===== src/rtl/pixel_write_queue_pkg.sv =====
// Shared framebuffer geometry and the write record that travels through the queue.
package fb_pkg;
    localparam int FB_WIDTH  = 640;
    localparam int FB_HEIGHT = 480;
    localparam int FB_ADDR_W = 19;

    typedef logic [FB_ADDR_W-1:0] fb_addr_t;

    typedef struct packed {
        fb_addr_t addr;
        logic     color;
    } fb_write_t;
endpackage


===== src/rtl/pixel_write_queue_if.sv =====
// Pixel stream in from the line animator and framebuffer RAM write port out.
interface pixel_write_queue_if #(
    parameter int ADDR_W = fb_pkg::FB_ADDR_W
);
    logic              in_valid;
    logic [10:0]       in_x;
    logic [10:0]       in_y;
    logic              in_color;
    logic              fb_ready;
    logic              fb_we;
    logic [ADDR_W-1:0] fb_addr;
    logic              fb_data;

    modport master (
        output in_valid, in_x, in_y, in_color, fb_ready,
        input  fb_we, fb_addr, fb_data
    );

    modport slave (
        input  in_valid, in_x, in_y, in_color, fb_ready,
        output fb_we, fb_addr, fb_data
    );
endinterface


===== src/rtl/pixel_write_queue_fifo.sv =====
// Synchronous FIFO with show-ahead head; a push into a full FIFO lands only when a pop frees the slot.
module sync_fifo
    import fb_pkg::*;
#(
    parameter int  DEPTH = 16,
    parameter type T     = fb_write_t,
    localparam int PTR_W = $clog2(DEPTH)
) (
    input  logic           clk,
    input  logic           reset,
    input  logic           push_i,
    input  logic           pop_i,
    input  T               din_i,
    output T               dout_o,
    output logic           empty_o,
    output logic           full_o,
    output logic [PTR_W:0] count_o
);
    T                 mem_q [DEPTH];
    logic [PTR_W-1:0] wr_ptr_q, wr_ptr_d;
    logic [PTR_W-1:0] rd_ptr_q, rd_ptr_d;
    logic [PTR_W:0]   count_q,  count_d;
    logic             do_push, do_pop;

    assign empty_o = (count_q == '0);
    assign full_o  = (count_q == (PTR_W+1)'(DEPTH));
    assign count_o = count_q;
    assign dout_o  = mem_q[rd_ptr_q];

    assign do_pop  = pop_i && !empty_o;
    assign do_push = push_i && (!full_o || do_pop);

    always_comb begin
        wr_ptr_d = wr_ptr_q;
        rd_ptr_d = rd_ptr_q;
        count_d  = count_q;
        if (do_push) wr_ptr_d = wr_ptr_q + 1'b1;
        if (do_pop)  rd_ptr_d = rd_ptr_q + 1'b1;
        case ({do_push, do_pop})
            2'b10:   count_d = count_q + 1'b1;
            2'b01:   count_d = count_q - 1'b1;
            default: count_d = count_q;
        endcase
    end

    always_ff @(posedge clk) begin
        if (reset) begin
            wr_ptr_q <= '0;
            rd_ptr_q <= '0;
            count_q  <= '0;
        end else begin
            wr_ptr_q <= wr_ptr_d;
            rd_ptr_q <= rd_ptr_d;
            count_q  <= count_d;
        end
    end

    // NOTE: storage has no reset; occupancy gates every read, so stale contents are never observed.
    always_ff @(posedge clk) begin
        if (do_push) mem_q[wr_ptr_q] <= din_i;
    end
endmodule


===== src/rtl/pixel_write_queue.sv =====
// Clips pixels, converts to linear addresses and queues them for the framebuffer write port.
// Build option PIXEL_DEDUP_EN drops requests identical to the last in-range pixel.
module pixel_write_queue
    import fb_pkg::*;
#(
    parameter int WIDTH  = FB_WIDTH,
    parameter int HEIGHT = FB_HEIGHT,
    parameter int ADDR_W = FB_ADDR_W,
    parameter int DEPTH  = 16
) (
    input  logic                clk,
    input  logic                reset,
    pixel_write_queue_if.slave  bus,
    output logic                full_o,
    output logic                busy_o,
    output logic [15:0]         overflow_count_o
);
    localparam int          PTR_W = $clog2(DEPTH);
    localparam logic [10:0] X_LIM = 11'(WIDTH);
    localparam logic [10:0] Y_LIM = 11'(HEIGHT);

    logic              in_range, dup, accept;
    logic [ADDR_W-1:0] pix_addr;
    logic              stage_valid_q, stage_valid_d;
    fb_write_t         stage_q, stage_d;
    fb_write_t         head, last_out_q;
    logic              empty, fifo_full, pop;
    logic [PTR_W:0]    count;
    logic [15:0]       ovf_q, ovf_d;

    assign in_range = (bus.in_x < X_LIM) && (bus.in_y < Y_LIM);
    assign pix_addr = ADDR_W'(bus.in_y) * ADDR_W'(WIDTH) + ADDR_W'(bus.in_x);

`ifdef PIXEL_DEDUP_EN
    logic        last_valid_q, last_valid_d;
    logic [22:0] last_q, last_d;

    assign dup = last_valid_q && (last_q == {bus.in_x, bus.in_y, bus.in_color});

    always_comb begin
        last_valid_d = last_valid_q;
        last_d       = last_q;
        if (bus.in_valid && in_range && !dup) begin
            last_valid_d = 1'b1;
            last_d       = {bus.in_x, bus.in_y, bus.in_color};
        end
    end

    always_ff @(posedge clk) begin
        if (reset) begin
            last_valid_q <= 1'b0;
            last_q       <= '0;
        end else begin
            last_valid_q <= last_valid_d;
            last_q       <= last_d;
        end
    end
`else
    assign dup = 1'b0;
`endif

    assign accept = bus.in_valid && in_range && !dup;

    always_comb begin
        stage_valid_d = accept;
        stage_d       = stage_q;
        if (accept) begin
            stage_d.addr  = fb_addr_t'(pix_addr);
            stage_d.color = bus.in_color;
        end
    end

    sync_fifo #(
        .DEPTH (DEPTH),
        .T     (fb_write_t)
    ) u_fifo (
        .clk     (clk),
        .reset   (reset),
        .push_i  (stage_valid_q),
        .pop_i   (pop),
        .din_i   (stage_q),
        .dout_o  (head),
        .empty_o (empty),
        .full_o  (fifo_full),
        .count_o (count)
    );

    assign pop = !empty && bus.fb_ready;

    // The stage never stalls: a full FIFO with no pop this cycle loses the staged write.
    always_comb begin
        ovf_d = ovf_q;
        if (stage_valid_q && fifo_full && !pop && ovf_q != 16'hFFFF)
            ovf_d = ovf_q + 16'd1;
    end

    always_ff @(posedge clk) begin
        if (reset) begin
            stage_valid_q <= 1'b0;
            ovf_q         <= '0;
            last_out_q    <= '0;
        end else begin
            stage_valid_q <= stage_valid_d;
            ovf_q         <= ovf_d;
            if (pop) last_out_q <= head;
        end
    end

    always_ff @(posedge clk) begin
        stage_q <= stage_d;
    end

    // When drained, the port keeps showing the most recently written entry.
    assign bus.fb_we     = !empty;
    assign bus.fb_addr   = empty ? last_out_q.addr  : head.addr;
    assign bus.fb_data   = empty ? last_out_q.color : head.color;
    assign full_o           = fifo_full;
    assign busy_o           = stage_valid_q || !empty;
    assign overflow_count_o = ovf_q;
endmodule


===== src/flat_wrapper.sv =====
// flat-port wrapper written by rule: the top's interface ports become plain ports
module pixel_write_queue_flat import fb_pkg::*;
#(
    parameter int WIDTH  = FB_WIDTH,
    parameter int HEIGHT = FB_HEIGHT,
    parameter int ADDR_W = FB_ADDR_W,
    parameter int DEPTH  = 16
)
  (clk, reset, full_o, busy_o, overflow_count_o, bus_in_valid, bus_in_x, bus_in_y, bus_in_color, bus_fb_ready, bus_fb_we, bus_fb_addr, bus_fb_data);
  pixel_write_queue_if #(.ADDR_W(ADDR_W)) bus_i ();
  input  logic clk;
  input  logic reset;
  output logic full_o;
  output logic busy_o;
  output logic [15:0] overflow_count_o;
  input wire logic [$bits(bus_i.in_valid)-1:0] bus_in_valid;
  input wire logic [$bits(bus_i.in_x)-1:0] bus_in_x;
  input wire logic [$bits(bus_i.in_y)-1:0] bus_in_y;
  input wire logic [$bits(bus_i.in_color)-1:0] bus_in_color;
  input wire logic [$bits(bus_i.fb_ready)-1:0] bus_fb_ready;
  output wire logic [$bits(bus_i.fb_we)-1:0] bus_fb_we;
  output wire logic [$bits(bus_i.fb_addr)-1:0] bus_fb_addr;
  output wire logic [$bits(bus_i.fb_data)-1:0] bus_fb_data;
  assign bus_i.in_valid = bus_in_valid;
  assign bus_i.in_x = bus_in_x;
  assign bus_i.in_y = bus_in_y;
  assign bus_i.in_color = bus_in_color;
  assign bus_i.fb_ready = bus_fb_ready;
  assign bus_fb_we = bus_i.fb_we;
  assign bus_fb_addr = bus_i.fb_addr;
  assign bus_fb_data = bus_i.fb_data;
  pixel_write_queue #(.WIDTH(WIDTH), .HEIGHT(HEIGHT), .ADDR_W(ADDR_W), .DEPTH(DEPTH)) u_core (.clk(clk), .reset(reset), .bus(bus_i), .full_o(full_o), .busy_o(busy_o), .overflow_count_o(overflow_count_o));
endmodule

===== config.mk =====
export PLATFORM = sky130hd
export DESIGN_NAME = pixel_write_queue_flat
export DESIGN_NICKNAME = d
export VERILOG_FILES = /design/src/rtl/pixel_write_queue_pkg.sv /design/src/rtl/pixel_write_queue_if.sv /design/src/rtl/pixel_write_queue_fifo.sv /design/src/rtl/pixel_write_queue.sv /design/src/flat_wrapper.sv
export SDC_FILE = /design/constraint.sdc
export NUM_CORES = 1
export LEC_CHECK = 0
export CAP_MARGIN = 20
export CORE_UTILIZATION = 45
export DETAILED_ROUTE_END_ITERATION = 7
export GPL_TIMING_DRIVEN = 0
export PLACE_DENSITY = 0.58
export SYNTH_ARGS = -nofsm -noshare
export SYNTH_HDL_FRONTEND = slang
export SYNTH_SLANG_ARGS = --single-unit

===== constraint.sdc =====
create_clock -name clk -period 3.59 [get_ports clk]
set_input_delay 0.359 -clock clk [delete_from_list [all_inputs] [get_ports clk]]
set_output_delay 0.359 -clock clk [all_outputs]
set_load 0.03 [all_outputs]

==> impl_summary.txt, run 1 <==
----------------------------------------------------
[Drt]
  Via count of the routed design ... 8227
  Number of DRC markers in iteration 0 ... 473
  Sum of routed wire length over all layers ... 36000 um
  Final routed DRC violation total ... 0
  Remaining antenna violation count ... 0
  Wire length per cell after detailed routing ... 24.4 um
  Total iterations of the first detailed-routing run ... 5
  Routed via count divided by cell count ... 5.59

[Timing]
  Final clock period utilization by the worst path ... 0.974
  Maximum achievable frequency ... 286 MHz
  Slew margin rel. ... 0.339
  Least-Margin Pin Slew ... 0.989 ns
  Final setup vio count ... 0
  Worst clock skew ... 0.0230 ns
  Max-slew violation count ... 0
  Final number of hold-violating endpoints ... 0
  Shortest clock period the worst path allows after layout ... 3.50 ns
  RSZ-0062 raised after global routing ... false

[Setup path]
  Slowest cell delay on critical path ... 0.59 ns
  Startpoint types ... flop
  Critical path class ... reg2out
  Largest fanout on the critical path ... 10
  Crit path arrival time ... 3.14 ns
  Kind of capture point of the worst setup path ... output pin
  Cells along the critical path ... buf_6 -> buf_6 -> mux4_2 -> mux4_2 -> mux2_2 -> clkdlybuf4s50_1
  Library cell contributing the largest single delay on the critical path ... clkdlybuf4s50_1
  Required time at the worst-slack endpoint ... 3.23 ns

[Final layout]
  Post-route design area ... 18900 sq um
  Post-route insts no fill ... 1473
  Fillers ... 2746
  Post-synthesis to final-layout area growth ... 18.1%
  Multi-input gate area ... 4590 sq um
  Share of cells above drive strength 1 ... 0.208
  N_diodes ... 0
  NumNets Final ... 1046
  Register area ... 11300 sq um

[Logic synthesis]
  Synth Warn # ... 0
  Syn nets ... 924
  Proportion of register bits with asynchronous set or reset after synthesis ... 0
  Cell with the most instances after synthesis ... edfxtp_1
  Biggest area contributors in the synthesized netlist ... edfxtp_1, mux4_2, dfxtp_1
  Area share of the leading cell type in the synthesized netlist ... 0.637
  Cell count after synthesis ... 864
  Per-instance average area after synthesis ... 18.5 sq um
  Most used flip-flop cell after synthesis ... edfxtp_1
  Top cell type by total area after synthesis ... edfxtp_1
  Fraction of the yosys area taken by sequential cells ... 0.705
  Most frequent cells after synthesis ... edfxtp_1, mux4_2, nand2_1, dfxtp_1, nor2_1
  Number of distinct standard cells referenced by the synthesized netlist ... 47
  Post-synth design cell area ... 16000 sq um
  Number of flops mapped to enable cells by yosys ... 340
  Yosys reg bits ... 394

[Floorplanning]
  Core ar. ... 34800 sq um
  I/O pin count ... 66
  Die height ... 191 um
  Std cell rows ... 68
  Die area ... 36400 sq um
  DIE WIDTH ... 191 um
  Starting density of the core ... 0.460

[Clocking]
  Number of clock buffers inserted by TritonCTS ... 42
  Clock root buffer ... clkbuf_16
  Number of clock sinks ... 394
  TritonCTS clock tree ... built
  Htree depth ... 2
  Bufs on Longest Clock Path ... 3
  Later-pin clock latency in the skew report ... 0.54 ns
  Clock slew at reported path FFs ... 0.06 ns

[Pwr]
  Leak Pwr ... 6.19 nW
  Worst vdd ir ... 0.000667 V
  Power density of the placed cells ... 674 nW/um^2
  Post-layout power ... 12.8 mW

[Min path]
  Path type of the worst min-delay path ... in2reg

[Placement]
  Count of input and output buffers ... 64
  Half-perimeter wire length of the detailed placement result ... 22500 um
  Cell area after placement ... 17600 sq um
  Cell count after placement ... 1398
  Final estimated routing congestion in global placement ... 0.773

[GRT]
  Largest net degree at the start of global routing ... 21
  Global route total overflow ... 0
  Vias in the first global route ... 8435
  Number of antenna violations at the first check in global routing ... 1
  First-pass GRT wire length ... 53600 um
  Global routing usage summed across all routing layers ... 0.206

[Job]
  Number of max-capacitance violations reported ... 0

[Status]
  Run status ... finished clean

----------------------------------------------------
-- per-stage QoR --
| stage | setup TNS [ns] | utilization | hold WS, ns | setup slack, ns |
|---|---|---|---|---|
| after global placement | -405.84 | 0.495 | 0.438 | -2.32 |
| after floorplan | 0 | - | 0.433 | 0.595 |
| after global routing | 0 | 0.544 | 0.110 | 0.0243 |
| final | 0 | 0.544 | 0.107 | 0.0940 |
| after CTS | -0.0471 | 0.544 | 0.0934 | -0.0456 |
| after detailed placement | -1.87 | 0.506 | 0.443 | -0.121 |
-- worst max-delay path: cells and delay by family, from the launching register on --
kind / cells / cell delay, ns
flops: 1 / 0.33
mux: 3 / 1.28
buf+inv: 3 / 0.97
-- layout make-up --
type	count	share of cell area
plain buffers	35	0.0126
clock buffers	63	0.0629
clock inverters	13	0.00562
inverters	18	0.00357
multi-input cells	416	0.242
flip-flops and latches	394	0.596
well taps	455	0.0301
repair buffers	79	0.0463
-- power by group --
| group | switching [mW] | internal [mW] |
|---|---|---|
| combinational | 1.96 | 1.56 |
| clock | 1.69 | 2.37 |
| sequential | 0.108 | 5.07 |
-- flip-flops by register name (all words and copies together) (netlist names), named ones only --
| register | flops |
|---|---|
| u_core.u_fifo.wr_ptr_q | 4 |
| u_core.overflow_count_o | 16 |
| u_core.u_fifo.rd_ptr_q | 4 |
| u_core.u_fifo.mem_q | 320 |
| u_core.stage_valid_q | 1 |
| u_core.u_fifo.count_o | 5 |
| u_core.last_out_q | 20 |
| u_core.stage_q | 20 |
-- routing by layer --
metal	global-route usage	vias up	wire, um
met5	0	-	0
met4	0.0505	0	588
met3	0.0442	47	2370
met2	0.339	252	17500
met1	0.278	4233	15600
li1	-	3695	-
-- cell usage in the layout (no fill, tap or decap), types with 7 or more instances in the layout --
cell	instances
edfxtp_1	340
mux4_2	80
nand2_1	61
dfxtp_1	54
clkdlybuf4s50_1	45
clkbuf_16	43
a21oi_1	35
nor2_1	32
clkbuf_1	30
ha_1	30
mux2_2	20
mux4_1	20
inv_1	18
xor2_1	18
buf_6	18
xnor2_1	17
dlygate4sd2_1	15
nor2_4	12
o21ai_0	10
nand4_1	8
nand3_1	7
-- cells by family after synthesis --
family | share of synthesized area
multiplexers | 0.161
flip-flops | 0.705
XOR/XNOR | 0.0191
AO/OA/AOI/OAI | 0.0241
adder cells (fa/ha/maj) | 0.0272
AND/OR/NAND/NOR | 0.0468
buffers and inverters | 0.0170
-- path summary, 6_finish.rpt --
kind                                          startpoint                  endpoint  slack [ns]  depth (start not counted)
worst max-delay path                                flop            bus_fb_addr[4]        0.09                          6
worst min-delay path                               reset      u_core.stage_valid_q        0.11                          2
worst min register to register     u_core.last_out_q[15]     u_core.last_out_q[15]        0.45                          2
worst max register to register  u_core.u_fifo.count_o[0]  u_core.u_fifo.count_o[4]        0.29                         11
-- repair_timing --
item,4_1_cts,5_1_grt
gates resized for setup,32,12
endpoints found under the hold margin,0,0
hold buffers,0,0
buffers inserted,0,0
setup endpoints to repair,20,5
No activity file was read; power rests on OpenSTA's default activity.
==> inputs of run 2 (changes only) <==
- HOLD_SLACK_MARGIN: default -> 0.12
==> run 2 against run 1 <==
  * Routed wire length up 0.12%
  * Fmax is 0.17% lower
  * Via count decreased by 0.11%
==> impl_summary.txt, run 2 (synthesized netlist as in run 1, its figures left out) <==
----------------------------------------------------
[Final layout]
  N_diodes ... 0 (unchanged)
  Post-route insts no fill ... 1474 (+0.068%)
  Commonest non-fill, non-tap cell in the layout ... edfxtp_1
  Post-route design area ... 18900 sq um (about the same)
  Number of flip-flops in the largest register ... 320 (unchanged)
  NumNets Final ... 1047 (+0.096%)
  Post-synthesis to final-layout area growth ... 18.2% (about the same)
  Share of cells above drive strength 1 ... 0.208 (about the same)
  Register with the most flip-flops ... u_core.u_fifo.mem_q
  Post-Route Utilization ... 0.544 (about the same)
  Fillers ... 2745 (-0.036%)
  Registers with the most flip-flops ... u_core.u_fifo.mem_q (320), u_core.last_out_q (20), u_core.stage_q (20)
  Most used cells in the layout excluding fill and tap cells ... edfxtp_1, mux4_2, nand2_1

[Timing]
  Total Neg Setup Slack ... 0 ns (unchanged)
  Final setup vio count ... 0 (unchanged)
  RSZ-0062 raised after global routing ... false
  Worst clock skew ... 0.0247 ns (+0.00163 ns)
  Least-Margin Pin Slew ... 0.976 ns (-0.0136 ns)
  Final Hold Slack ... 0.371 ns (+0.264 ns)
  Maximum achievable frequency ... 286 MHz (-0.17%)
  Final number of hold-violating endpoints ... 0 (unchanged)
  Slew margin rel. ... 0.348 (+0.00910)
  Max-slew violation count ... 0 (unchanged)
  Final clock period utilization by the worst path ... 0.975 (+0.00165)
  Final Worst Setup Slack ... 0.0881 ns (-0.00593 ns)
  Shortest clock period the worst path allows after layout ... 3.50 ns (+0.00593 ns)

[Floorplanning]
  DIE WIDTH ... 191 um (unchanged)
  Std cell rows ... 68 (unchanged)
  Die area ... 36400 sq um (unchanged)
  Core ar. ... 34800 sq um (unchanged)
  Die height ... 191 um (unchanged)
  Starting density of the core ... 0.460 (unchanged)
  I/O pin count ... 66 (unchanged)

[Setup path]
  Crit path arrival time ... 3.14 ns (about the same)
  Library cell contributing the largest single delay on the critical path ... clkdlybuf4s50_1
  Count of buffering cells on the critical path with inverters included ... 3 (unchanged)
  Kind of capture point of the worst setup path ... output pin
  Critical path class ... reg2out
  Required time at the worst-slack endpoint ... 3.23 ns (about the same)
  Cells along the critical path ... buf_6 -> buf_6 -> mux4_2 -> mux4_2 -> mux2_2 -> clkdlybuf4s50_1
  Largest fanout on the critical path ... 10 (unchanged)
  Dominant delay contributor by cell family on the critical path ... multiplexers
  Startpoint types ... flop
  Slowest cell delay on critical path ... 0.59 ns (about the same)
  Launch instance of the worst register-to-register path ... u_core.u_fifo.count_o[0]

[GRT]
  Global route total overflow ... 0 (unchanged)
  Number of antenna violations at the first check in global routing ... 1 (unchanged)
  Largest net degree at the start of global routing ... 21 (unchanged)
  First-pass GRT wire length ... 53600 um (about the same)
  Global routing usage summed across all routing layers ... 0.206 (about the same)
  Vias in the first global route ... 8447 (+0.14%)

[Pwr]
  Net switching power ... 3.76 mW (-0.14%)
  Clock share of power ... 0.318 (about the same)
  Power density of the placed cells ... 673 nW/um^2 (about the same)
  Switching portion of total power ... 0.295 (-0.000312)
  Post-layout power ... 12.8 mW (about the same)
  Fraction of power consumed by combinational cells ... 0.276 (about the same)
  Worst vdd ir ... 0.000665 V (-0.38%)
  Leak Pwr ... 6.19 nW (about the same)
  Sequential fraction of design power ... 0.406 (about the same)
  Total internal power ... 8.99 mW (about the same)

[Placement]
  Final estimated routing congestion in global placement ... 0.773 (unchanged)
  Worst-case setup slack after placement ... -0.121 ns (unchanged)
  Cell area after placement ... 17600 sq um (unchanged)
  Cell count after placement ... 1398 (unchanged)
  Half-perimeter wire length of the detailed placement result ... 22500 um (unchanged)
  Count of input and output buffers ... 64 (unchanged)

[Drt]
  Via count of the routed design ... 8218 (-0.11%)
  Sum of routed wire length over all layers ... 36000 um (+0.12%)
  Routed via count divided by cell count ... 5.58 (-0.18%)
  Number of DRC markers in iteration 0 ... 538 (+14%)
  Wire length per cell after detailed routing ... 24.4 um (about the same)
  Final routed DRC violation total ... 0 (unchanged)
  Remaining antenna violation count ... 0 (unchanged)
  Total iterations of the first detailed-routing run ... 5 (unchanged)

[Clocking]
  Number of clock buffers inserted by TritonCTS ... 42 (unchanged)
  Later-pin clock latency in the skew report ... 0.54 ns (about the same)
  TritonCTS clock tree ... built
  Clock slew at reported path FFs ... 0.06 ns (about the same)
  Number of clock sinks ... 394 (unchanged)
  # Post-CTS Setup Buffers ... 0 (unchanged)
  Clock root buffer ... clkbuf_16
  Bufs on Longest Clock Path ... 3 (unchanged)
  Htree depth ... 2 (unchanged)

[Min path]
  Path type of the worst min-delay path ... in2reg
  HP Start ... bus_in_x[4]

[Status]
  Run status ... finished clean

[Job]
  Number of max-capacitance violations reported ... 0 (unchanged)

----------------------------------------------------
[run 2: changes by cell type in the layout (fill, tap and decap cells not counted), sizes merged]
cell | previous run | this run
dlygate4sd3 | 0 | 1
[run 2: path summary, 6_finish.rpt]
kind                                                 end  slack (ns)  depth (start not counted)
worst max-delay path                      bus_fb_addr[4]        0.09                          6
worst min-delay path                   u_core.stage_q[5]        0.37                          1
worst max register to register  u_core.u_fifo.count_o[4]        0.28                         11
worst min register to register     u_core.last_out_q[15]        0.45                          2
[run 2: repair_timing]
| action | in CTS | in global routing |
|---|---|---|
| gates resized for setup | 32 | 12 |
| hold endpoints to repair | 1 | 0 |
| setup endpoints to repair | 20 | 5 |
| pin swaps | 0 | 0 |
| hold buffers | 1 | 0 |
[run 2: layout make-up]
class                           instances  area, sq um  share of cell area
Multi-Input combinational cell        416         4590               0.242
Timing Repair Buffer                   80          887              0.0468
Tap cell                              455          569              0.0301
Inverter                               18         67.6             0.00357
Clock buffer                           63         1190              0.0629
Clock inverter                         13          106             0.00561
Buffer                                 35          239              0.0126
Sequential cell                       394        11300               0.596
[run 2: worst register-to-register path, delay by kind of cell, from the launching register on]
family / cells / cell delay, ns
compound gates: 4 / 0.73
fa+ha+maj: 1 / 0.32
buf+inv: 1 / 0.08
flops: 1 / 0.37
simple gates: 5 / 1.73
[run 2: per-layer routing]
metal	up-vias	track usage	share of wire
met5	-	0	0
met4	0	0.0505	0.017
met3	45	0.0442	0.068
met2	243	0.339	0.48
met1	4230	0.278	0.43
li1	3700	-	-
[run 2: power groups by stage]
stage | combinational, mW | clock (mW) | sequential, mW
detailed placement | 3.67 | 0 | 5.27
global route | 3.75 | 4.32 | 5.19
finish | 3.52 | 4.06 | 5.18
global placement | 3.65 | 0 | 5.26
floorplan | 2.48 | 0 | 5.24
CTS | 3.57 | 4.15 | 5.17
